File: src/rtl/add_round_key_expand_if.sv
// Request/result bundle between the MixColumns stage and the AddRoundKey + key-expansion stage.
// The requester drives enable/round_in/state/key_in; the round stage returns the registered result.
interface add_round_key_expand_if;
    logic         enable;
    logic [3:0]   round_in;
    logic [127:0] state;
    logic [127:0] key_in;
    logic [127:0] state_out;
    logic [127:0] key_out;
    logic         done;

    modport master (
        output enable, round_in, state, key_in,
        input  state_out, key_out, done
    );

    modport slave (
        input  enable, round_in, state, key_in,
        output state_out, key_out, done
    );
endinterface

File: src/rtl/add_round_key_expand.sv
// AES-128 AddRoundKey stage with on-the-fly next-key expansion.
// A single S-box is time-shared over the four bytes of RotWord(w3), one byte per cycle.
module add_round_key_expand (
    input  logic                   clk,
    input  logic                   rst,
    add_round_key_expand_if.slave  bus
);
    localparam int NB = 4;

    localparam logic [7:0] SBOX [256] = '{
        8'h63, 8'h7c, 8'h77, 8'h7b, 8'hf2, 8'h6b, 8'h6f, 8'hc5, 8'h30, 8'h01, 8'h67, 8'h2b, 8'hfe, 8'hd7, 8'hab, 8'h76,
        8'hca, 8'h82, 8'hc9, 8'h7d, 8'hfa, 8'h59, 8'h47, 8'hf0, 8'had, 8'hd4, 8'ha2, 8'haf, 8'h9c, 8'ha4, 8'h72, 8'hc0,
        8'hb7, 8'hfd, 8'h93, 8'h26, 8'h36, 8'h3f, 8'hf7, 8'hcc, 8'h34, 8'ha5, 8'he5, 8'hf1, 8'h71, 8'hd8, 8'h31, 8'h15,
        8'h04, 8'hc7, 8'h23, 8'hc3, 8'h18, 8'h96, 8'h05, 8'h9a, 8'h07, 8'h12, 8'h80, 8'he2, 8'heb, 8'h27, 8'hb2, 8'h75,
        8'h09, 8'h83, 8'h2c, 8'h1a, 8'h1b, 8'h6e, 8'h5a, 8'ha0, 8'h52, 8'h3b, 8'hd6, 8'hb3, 8'h29, 8'he3, 8'h2f, 8'h84,
        8'h53, 8'hd1, 8'h00, 8'hed, 8'h20, 8'hfc, 8'hb1, 8'h5b, 8'h6a, 8'hcb, 8'hbe, 8'h39, 8'h4a, 8'h4c, 8'h58, 8'hcf,
        8'hd0, 8'hef, 8'haa, 8'hfb, 8'h43, 8'h4d, 8'h33, 8'h85, 8'h45, 8'hf9, 8'h02, 8'h7f, 8'h50, 8'h3c, 8'h9f, 8'ha8,
        8'h51, 8'ha3, 8'h40, 8'h8f, 8'h92, 8'h9d, 8'h38, 8'hf5, 8'hbc, 8'hb6, 8'hda, 8'h21, 8'h10, 8'hff, 8'hf3, 8'hd2,
        8'hcd, 8'h0c, 8'h13, 8'hec, 8'h5f, 8'h97, 8'h44, 8'h17, 8'hc4, 8'ha7, 8'h7e, 8'h3d, 8'h64, 8'h5d, 8'h19, 8'h73,
        8'h60, 8'h81, 8'h4f, 8'hdc, 8'h22, 8'h2a, 8'h90, 8'h88, 8'h46, 8'hee, 8'hb8, 8'h14, 8'hde, 8'h5e, 8'h0b, 8'hdb,
        8'he0, 8'h32, 8'h3a, 8'h0a, 8'h49, 8'h06, 8'h24, 8'h5c, 8'hc2, 8'hd3, 8'hac, 8'h62, 8'h91, 8'h95, 8'he4, 8'h79,
        8'he7, 8'hc8, 8'h37, 8'h6d, 8'h8d, 8'hd5, 8'h4e, 8'ha9, 8'h6c, 8'h56, 8'hf4, 8'hea, 8'h65, 8'h7a, 8'hae, 8'h08,
        8'hba, 8'h78, 8'h25, 8'h2e, 8'h1c, 8'ha6, 8'hb4, 8'hc6, 8'he8, 8'hdd, 8'h74, 8'h1f, 8'h4b, 8'hbd, 8'h8b, 8'h8a,
        8'h70, 8'h3e, 8'hb5, 8'h66, 8'h48, 8'h03, 8'hf6, 8'h0e, 8'h61, 8'h35, 8'h57, 8'hb9, 8'h86, 8'hc1, 8'h1d, 8'h9e,
        8'he1, 8'hf8, 8'h98, 8'h11, 8'h69, 8'hd9, 8'h8e, 8'h94, 8'h9b, 8'h1e, 8'h87, 8'he9, 8'hce, 8'h55, 8'h28, 8'hdf,
        8'h8c, 8'ha1, 8'h89, 8'h0d, 8'hbf, 8'he6, 8'h42, 8'h68, 8'h41, 8'h99, 8'h2d, 8'h0f, 8'hb0, 8'h54, 8'hbb, 8'h16
    };

    typedef enum logic [1:0] {IDLE, SUB, EXP, OUT} fsm_t;

    fsm_t         r_fsm;
    logic [1:0]   r_cnt;
    logic [3:0]   r_round;
    logic [127:0] r_state;
    logic [127:0] r_key;
    logic [127:0] r_rkey;
    logic [31:0]  r_t;
    logic [127:0] r_state_out;
    logic [127:0] r_key_out;
    logic         r_done;

    logic [31:0]  w_w3;
    logic [1:0]   w_rot_idx;
    logic [7:0]   w_sbox_in;
    logic [7:0]   w_sbox_out;
    logic [7:0]   w_rcon;
    logic [31:0]  w_prev;
    logic [127:0] w_next_key;

    // RotWord: byte counter selects w3 byte (counter+1) mod 4, wrapping in 2 bits
    assign w_w3       = r_key[127:96];
    assign w_rot_idx  = r_cnt + 2'd1;
    assign w_sbox_in  = w_w3[{w_rot_idx, 3'b000} +: 8];
    assign w_sbox_out = SBOX[w_sbox_in];

    always_comb begin
        case (r_round)
            4'd1:    w_rcon = 8'h01;
            4'd2:    w_rcon = 8'h02;
            4'd3:    w_rcon = 8'h04;
            4'd4:    w_rcon = 8'h08;
            4'd5:    w_rcon = 8'h10;
            4'd6:    w_rcon = 8'h20;
            4'd7:    w_rcon = 8'h40;
            4'd8:    w_rcon = 8'h80;
            4'd9:    w_rcon = 8'h1b;
            4'd10:   w_rcon = 8'h36;
            default: w_rcon = 8'h00;
        endcase
    end

    // Word chain nw0 = w0^t, nwi = wi^nw(i-1), with Rcon folded into byte 0 of t
    always_comb begin
        w_next_key = '0;
        w_prev     = r_t ^ {24'h0, w_rcon};
        for (int i = 0; i < NB; i++) begin
            w_prev                = r_key[i*32 +: 32] ^ w_prev;
            w_next_key[i*32 +: 32] = w_prev;
        end
    end

    always_ff @(posedge clk) begin
        if (rst) begin
            r_fsm       <= IDLE;
            r_cnt       <= '0;
            r_round     <= '0;
            r_state     <= '0;
            r_key       <= '0;
            r_rkey      <= '0;
            r_t         <= '0;
            r_state_out <= '0;
            r_key_out   <= '0;
            r_done      <= 1'b0;
        end else begin
            case (r_fsm)
                IDLE: begin
                    if (bus.enable) begin
                        r_state <= bus.state;
                        r_key   <= bus.key_in;
                        r_round <= bus.round_in;
                        r_cnt   <= '0;
                        r_done  <= 1'b0;
                        // round 0 spends one pass-through cycle in EXP to keep its 2-cycle latency
                        r_fsm   <= (bus.round_in == 4'd0) ? EXP : SUB;
                    end
                end
                SUB: begin
                    r_t[{r_cnt, 3'b000} +: 8] <= w_sbox_out;
                    r_cnt <= r_cnt + 2'd1;
                    if (r_cnt == 2'd3) begin
                        r_fsm <= EXP;
                    end
                end
                EXP: begin
                    r_rkey <= (r_round == 4'd0) ? r_key : w_next_key;
                    r_fsm  <= OUT;
                end
                OUT: begin
                    r_state_out <= r_state ^ r_rkey;
                    r_key_out   <= r_rkey;
                    r_done      <= 1'b1;
                    r_fsm       <= IDLE;
                end
                default: r_fsm <= IDLE;
            endcase
        end
    end

    assign bus.state_out = r_state_out;
    assign bus.key_out   = r_key_out;
    assign bus.done      = r_done;
endmodule

File: src/flat_wrapper.sv
// flat-port wrapper written by rule: the top's interface ports become plain ports
module add_round_key_expand_flat 
  (clk, rst, bus_enable, bus_round_in, bus_state, bus_key_in, bus_state_out, bus_key_out, bus_done);
  add_round_key_expand_if bus_i ();
  input  logic clk;
  input  logic rst;
  input wire logic [$bits(bus_i.enable)-1:0] bus_enable;
  input wire logic [$bits(bus_i.round_in)-1:0] bus_round_in;
  input wire logic [$bits(bus_i.state)-1:0] bus_state;
  input wire logic [$bits(bus_i.key_in)-1:0] bus_key_in;
  output wire logic [$bits(bus_i.state_out)-1:0] bus_state_out;
  output wire logic [$bits(bus_i.key_out)-1:0] bus_key_out;
  output wire logic [$bits(bus_i.done)-1:0] bus_done;
  assign bus_i.enable = bus_enable;
  assign bus_i.round_in = bus_round_in;
  assign bus_i.state = bus_state;
  assign bus_i.key_in = bus_key_in;
  assign bus_state_out = bus_i.state_out;
  assign bus_key_out = bus_i.key_out;
  assign bus_done = bus_i.done;
  add_round_key_expand u_core (.clk(clk), .rst(rst), .bus(bus_i));
endmodule
File: config.mk
export PLATFORM = sky130hd
export DESIGN_NAME = add_round_key_expand_flat
export DESIGN_NICKNAME = d
export VERILOG_FILES = /design/src/rtl/add_round_key_expand_if.sv /design/src/rtl/add_round_key_expand.sv /design/src/flat_wrapper.sv
export SDC_FILE = /design/constraint.sdc
export NUM_CORES = 2
export LEC_CHECK = 0
export ABC_AREA = 1
export CAP_MARGIN = 10
export CORE_MARGIN = 2
export CORE_UTILIZATION = 30
export CTS_BUF_LIST = sky130_fd_sc_hd__clkbuf_8
export DETAILED_ROUTE_END_ITERATION = 6
export DONT_BUFFER_PORTS = 1
export SLEW_MARGIN = 25
export SYNTH_ARGS = -nofsm -noshare
export SYNTH_HDL_FRONTEND = slang
export SYNTH_SLANG_ARGS = --single-unit
File: constraint.sdc
create_clock -name clk -period 3.3 [get_ports clk]
set_clock_uncertainty 0.15 [all_clocks]
set_input_delay 0.66 -clock clk [delete_from_list [all_inputs] [get_ports clk]]
set_output_delay 0.66 -clock clk [all_outputs]
set_load 0.02 [all_outputs]
-- Word level (Yosys, flattened, before mapping)
Memory sizes are Yosys's and may differ from the RTL's. A register that Yosys moved wholly into a read port is not among the register bits.
Index checks and enable logic that the tools add are counted.
- bits in registers: 681
- memory bits (read-only): 2176
- memories kept: 2
- add/sub/neg operators: 2
- shift-type cells: 3
- reductions and logical operators: 9
- mux-type cells: 14
- bitwise operators: 7
- equal/unequal tests: 6
- order comparisons: 1
- memory list (name ; words ; width ; read ports ; clocked after Yosys merged registers in ; write ports ; line ; source):
    (no name shown) ; 256 ; 8 ; 1 ; 0 ; 0 ; add_round_key_expand.sv:54 ; assign w_sbox_out = SBOX[w_sbox_in];
    (no name shown) ; 16 ; 8 ; 1 ; 1 ; 0 ; add_round_key_expand.sv:57 ; case (r_round)
- operators by type and width (operator ; number):
    2-to-1 mux 128 bit ; 1
    XOR 128 bit ; 1
    XOR 32 bit ; 4
    bitwise mux 32 bit ; 1
    variable shift 8 x 7 -> 32 bit (first input constant) ; 1
    variable part select 32 x 6 -> 8 bit ; 1
    variable part select 8 x 7 -> 32 bit ; 1
    XOR 32 x 8 -> 32 bit ; 1
    2-to-1 mux 8 bit ; 2
    greater-or-equal comparator 9 bit (second input constant) ; 1
    inverter 8 -> 9 bit ; 1
    zero test 4 bit ; 2
    2-to-1 mux 2 bit ; 4
    2-to-1 mux 4 bit ; 2
    case mux 2 bit (4 select lines) ; 1
    AND reduction 2 bit ; 4
    negation 5 -> 7 bit ; 1
    == test 2 bit (second input constant) ; 3
    case mux 2 bit (2 select lines) ; 1
    nonzero test 2 bit ; 2
    adder 2 x 1 -> 2 bit (second input constant) ; 1
    == test 2 x 1 -> 1 bit (second input constant) ; 1
    zero test 2 bit ; 1
    != test 2 x 1 -> 1 bit (second input constant) ; 1
    3 further kinds ; 3

-- Depth between registers and ports, before layout
- depth in word-level cells: 8
- gate-level depth with buffers: 23
- mapped depth without buffers: 20

-- Least setup slack after synthesis
OpenSTA, ideal clock, no wires.
- path kind: register to register
- start: reg u_core.r_cnt[0]
- end: reg u_core.r_t[24]
- path buffers: 5
- setup slack: 50 ps
- cell stages (with the launch flop): 23
- library setup time: 70 ps
- required time: 3080 ps
- arrival: 3029 ps
- path through: dfxtp_1 inv_2 buf_6 buf_6 ha_1 buf_2 buf_4 nand3_1 nand2_2 ha_1 inv_1 nand3_1 buf_2 nand3_1 nand3_1 nand2_1 nor2_1 nand2_1 nand3_1 nand2_1 nor2_2 nand3_1 a21oi_1
- cells in the longest elaborated chain, start to end: 8
- elaborated cells between the ends (all ways): 10
- ends and longest elaborated chain (what ; line ; source):
    from (decl) ; add_round_key_expand.sv:32 ; logic [1:0] r_cnt;
    from (signal assigned) ; add_round_key_expand.sv:109 ; r_cnt <= r_cnt + 2'd1;
    adder 2 x 1 -> 2 bit ; add_round_key_expand.sv:52 ; assign w_rot_idx = r_cnt + 2'd1;
    variable part select 32 x 6 -> 8 bit ; add_round_key_expand.sv:53 ; assign w_sbox_in = w_w3[{w_rot_idx, 3'b000} +: 8];
    inverter 8 -> 9 bit (not written as such) ; add_round_key_expand.sv:54 ;
    memory read (256 x 8 bit) ; - ;
    2-to-1 mux 8 bit (not written as such) (2 in a row) ; add_round_key_expand.sv:54 ;
    variable part select 8 x 7 -> 32 bit ; add_round_key_expand.sv:108 ; r_t[{r_cnt, 3'b000} +: 8] <= w_sbox_out;
    bitwise mux 32 bit * ; add_round_key_expand.sv:108 ;
    to (signal, indexed assignment) ; add_round_key_expand.sv:108 ;
    to (decl) ; add_round_key_expand.sv:37 ; logic [31:0] r_t;
Mark *: on every way between the ends. The rest lies on a longest branch, timed or not. The select of a mux whose other input is x is not followed.
A chain may end at the register's enable or synchronous reset.

-- Worst setup path in the final report
- start: reg u_core.r_cnt[1]
- end: reg u_core.r_t[10]
The elaborated chain is that of the path after synthesis.

==> flow_summary.ini <==
[timing]
fin_crit_sh = 0.948
worst_pin_slew_ns = 0.960
max_slew_margin = 0.358
rsz0062_at_grt = no
hold_viol_final = 0
period_minus_slack_ns = 3.13
setup_viol_count_final = 0
drv_slew = 0
fmax_ghz = 0.320
tns_ns = 0

[global_route]
gr-total-overflow = 0
antenna_found_initial = 25
grt_usage = 0.247
grt_pass1_wl_microns = 191000
grt_max_degree = 158
grt_pass1_vias = 27900

[clock_tree]
ctsHtreeMaxLevel = 3
cts_sinks = 689
cts_made_buffers = 114
cts_root_buf = clkbuf_8
cts_tree = done
clk_pin_slew_ns = 0.07
clock_path_buffers = 3
clk-insertion-delay-late_ns = 0.80

[placed_design]
hpwlAfterDp_microns = 98400
placed_area_sq_um = 32700
port_buffers = 0
gp_congestion = 0.963

[logic_synthesis]
synth_ff_type = dfxtp_1
syn-num-nets = 4486
synth-adder-area-share = 0.0110
synthMuxAreaShare = 0
seq_area_frac_synth = 0.449
yosys.area_share.simple = 0.242
synth_top_family_by_area = simple AND/OR/NAND/NOR gates
synthDistinctLibCells = 43
netlist_area_sq_um = 30700
synthCells = 4196
synth-compound-area-share = 0.158
synthXorXnorAreaFrac = 0.0728
synthArstFlopShare = 0
ys_ff_latch = 689
syn_area_per_cell_sq_um = 7.31
synth_edf_count = 0
yosysWarnings = 0

[final_layout]
num-nets-final = 4739
area_growth_pct = 23.1
fillers = 10700
drive_gt1_frac = 0.0897
stdcell_area_sq_um = 37800

[setup_path]
cp_cell_sequence = inv_1, ha_1, buf_4, nand3_1, nand2_2, buf_12, buf_4, nand3_1, a31oi_1, buf_4, nand4_1, nand3_1, nand2_2, nand4_1, a21oi_1
max_stage_delay_ns = 0.33
critPathArrivalTime_ns = 3.62
cp.required_ns = 3.80
crit_path_start_kind = flip-flop
worstSetupPathType = reg -> reg
endpoint_kind = flip-flop
slowest_stage = dfxtp_1
worst-path-max-fanout = 21

[route]
wl_per_cell_microns = 22.8
vias = 29600
vias_per_cell = 5.00
drc_errors = 0
drt_iter0_drc = 2618
drt-total-wl_microns = 135000
detail-route-antenna-nets = 0
firstDrtPassIters = 6

[die]
dieArea_sq_um = 105000
die_x_microns = 324
num_rows = 117
core_sq_um = 102000
start_util = 0.302
fp.dieH_microns = 324
num_io_pins = 520

[worst_hold_path]
hp-class = in -> reg

[status]
status = completed

[pwr]
powerDensity_nw_per_um2 = 1070
power.leakage_nw = 17.5
ir_worst_vdd_uv = 486

[flow_run]
drv_cap = 0
cells in the mapped netlist, types with 2 or more instances:
cell type / instances / area (sq um)
clkinv_1: 2 / 7.51
o211ai_1: 33 / 248
a31oi_1: 41 / 257
o221ai_1: 8 / 70.1
o21ai_0: 661 / 3310
nor4_1: 2 / 12.5
buf_1: 18 / 67.6
o21ai_1: 5 / 25.0
o21ai_2: 2 / 17.5
nand3_4: 2 / 35.0
nand3_1: 284 / 1420
nand3b_1: 2 / 15.0
xor2_1: 238 / 2080
nand2_4: 4 / 45.0
a21oi_1: 121 / 606
buf_2: 24 / 120
buf_4: 10 / 75.1
buf_6: 12 / 135
inv_1: 204 / 766
nor2_1: 1060 / 3980
nor3_1: 9 / 45.0
nand4_1: 14 / 87.6
and2_1: 2 / 12.5
a21o_1: 31 / 233
nor2_2: 3 / 18.8
or2_4: 2 / 17.5
inv_2: 9 / 33.8
nand2_1: 398 / 1490
or2_2: 12 / 75.1
a32oi_4: 2 / 55.1
clkbuf_1: 215 / 807
ha_1: 27 / 338
dfxtp_1: 689 / 13800
nand2_2: 23 / 144
xnor2_1: 17 / 149
nor2_4: 3 / 33.8
cell type report:
cell class                      count  area, sq um  area share
Clock inverter                     59          320     0.00848
Timing Repair Buffer              417         4130       0.109
Multi-Input combinational cell   3011        15000       0.396
Sequential cell                   689        13800       0.365
Antenna cell                       16         40.0     0.00106
Tap cell                         1368         1710      0.0453
Inverter                          216          836      0.0221
Clock buffer                      145         2000      0.0528
where the power goes:
| group | leakage [nW] | total [mW] | switching [mW] | internal (mW) |
|---|---|---|---|---|
| Sequential | 5.64 | 13.8 | 3.22 | 10.5 |
| Combinational | 10.5 | 19.2 | 12.8 | 6.39 |
| Clock | 1.32 | 7.63 | 3.61 | 4.02 |
| Total | 17.5 | 40.6 | 19.6 | 21.0 |
timing repair:
item / 4_1_cts / 5_1_grt
hold buffers: 262 / 0
hold endpoints to repair: 417 / 0
setup buffers: 0 / 0
endpoints found under the setup margin: 0 / 27
resized for setup: 0 / 16
cells by family after synthesis:
kind of cell,Yosys count
buffers and inverters,496
adders and majority gates,27
xor gates and xnor gates,255
AOI/OAI and AO/OA,908
DFF,689
and+or+nand+nor,1821
metal layers:
metal  wire [microns]  share of wire  GRT usage  vias to the layer above
met1            57400           0.43      0.318                    14000
met3            10800          0.080     0.0584                      247
met4             6490          0.048      0.116                       10
met2            60100           0.45      0.388                     1167
li1                 -              -          -                    14200
met5               73        0.00054          0                        -
registers in the layout, indices dropped and copies added (netlist names), 2 cells and up:
name and flops:
u_core.bus.key_out 128, u_core.bus.state_out 128, u_core.r_key 128, u_core.r_rkey 128, u_core.r_state 128, u_core.r_t 32, u_core.w_rcon 8, u_core.r_round 4
u_core.r_cnt 2, u_core.r_fsm 2
cells in the final DEF, fill, tap and decap left out, types with 3 or more instances in the layout:
master	instances
nor2_1	1059
dfxtp_1	689
o21ai_0	660
nand2_1	393
nand3_1	280
dlygate4sd3_1	261
inv_1	238
xor2_1	238
clkbuf_8	145
buf_4	129
a21oi_1	119
a31oi_1	41
o211ai_1	33
a21o_1	31
nand2_2	26
buf_12	26
ha_1	23
xnor2_1	17
diode_2	16
nand4_1	14
clkinv_2	14
or2_2	12
nor3_1	9
o221ai_1	8
inv_2	7
nand2_4	6
o21ai_1	6
clkinvlp_4	6
inv_8	4
nor2_2	4
nand3_4	3
a21oi_2	3
nor2_4	3
nand3_2	3
stage by stage:
step / std cells / power (mW) / hold WS, ns / setup slack (ns) / utilization
6_report: 5921 / 40.6 / 0.0401 / 0.172 / 0.372
5_1_grt: 5919 / 42.8 / 0.0531 / 0.0139 / 0.372
4_1_cts: 5905 / 40.2 / 0.00825 / 0.0960 / 0.371
3_5_place_dp: 5439 / 32.2 / 0.317 / 0.0806 / 0.322
3_3_place_gp: 5439 / 32.4 / 0.320 / 0.0969 / 0.322
2_1_floorplan: 4196 / 23.9 / 0.305 / 0.0501 / -
path summary, 6_finish.rpt:
path                                                   start                            end  slack [ns]  cells past startpoint
worst max-delay path            u_core.r_cnt[1]$_SDFFE_PP0P_    u_core.r_t[10]$_SDFFE_PP0P_        0.17                     15
worst min-delay path                          bus_key_in[25]  u_core.r_key[25]$_SDFFE_PP0P_        0.04                      2
worst max register to register  u_core.r_cnt[1]$_SDFFE_PP0P_    u_core.r_t[10]$_SDFFE_PP0P_        0.17                     15
worst min register to register   u_core.r_t[10]$_SDFFE_PP0P_    u_core.r_t[10]$_SDFFE_PP0P_        0.33                      2
worst max-delay path, delay by kind of cell, from the launching register on:
| kind | cells | cell delay (ns) |
|---|---|---|
| AND/OR/NAND/NOR | 7 | 1.01 |
| adder cells (fa/ha/maj) | 1 | 0.33 |
| AO/OA/AOI/OAI | 2 | 0.36 |
| flip-flops | 1 | 0.33 |
| buffers and inverters | 5 | 0.84 |
No activity file was read; power rests on OpenSTA's default activity.
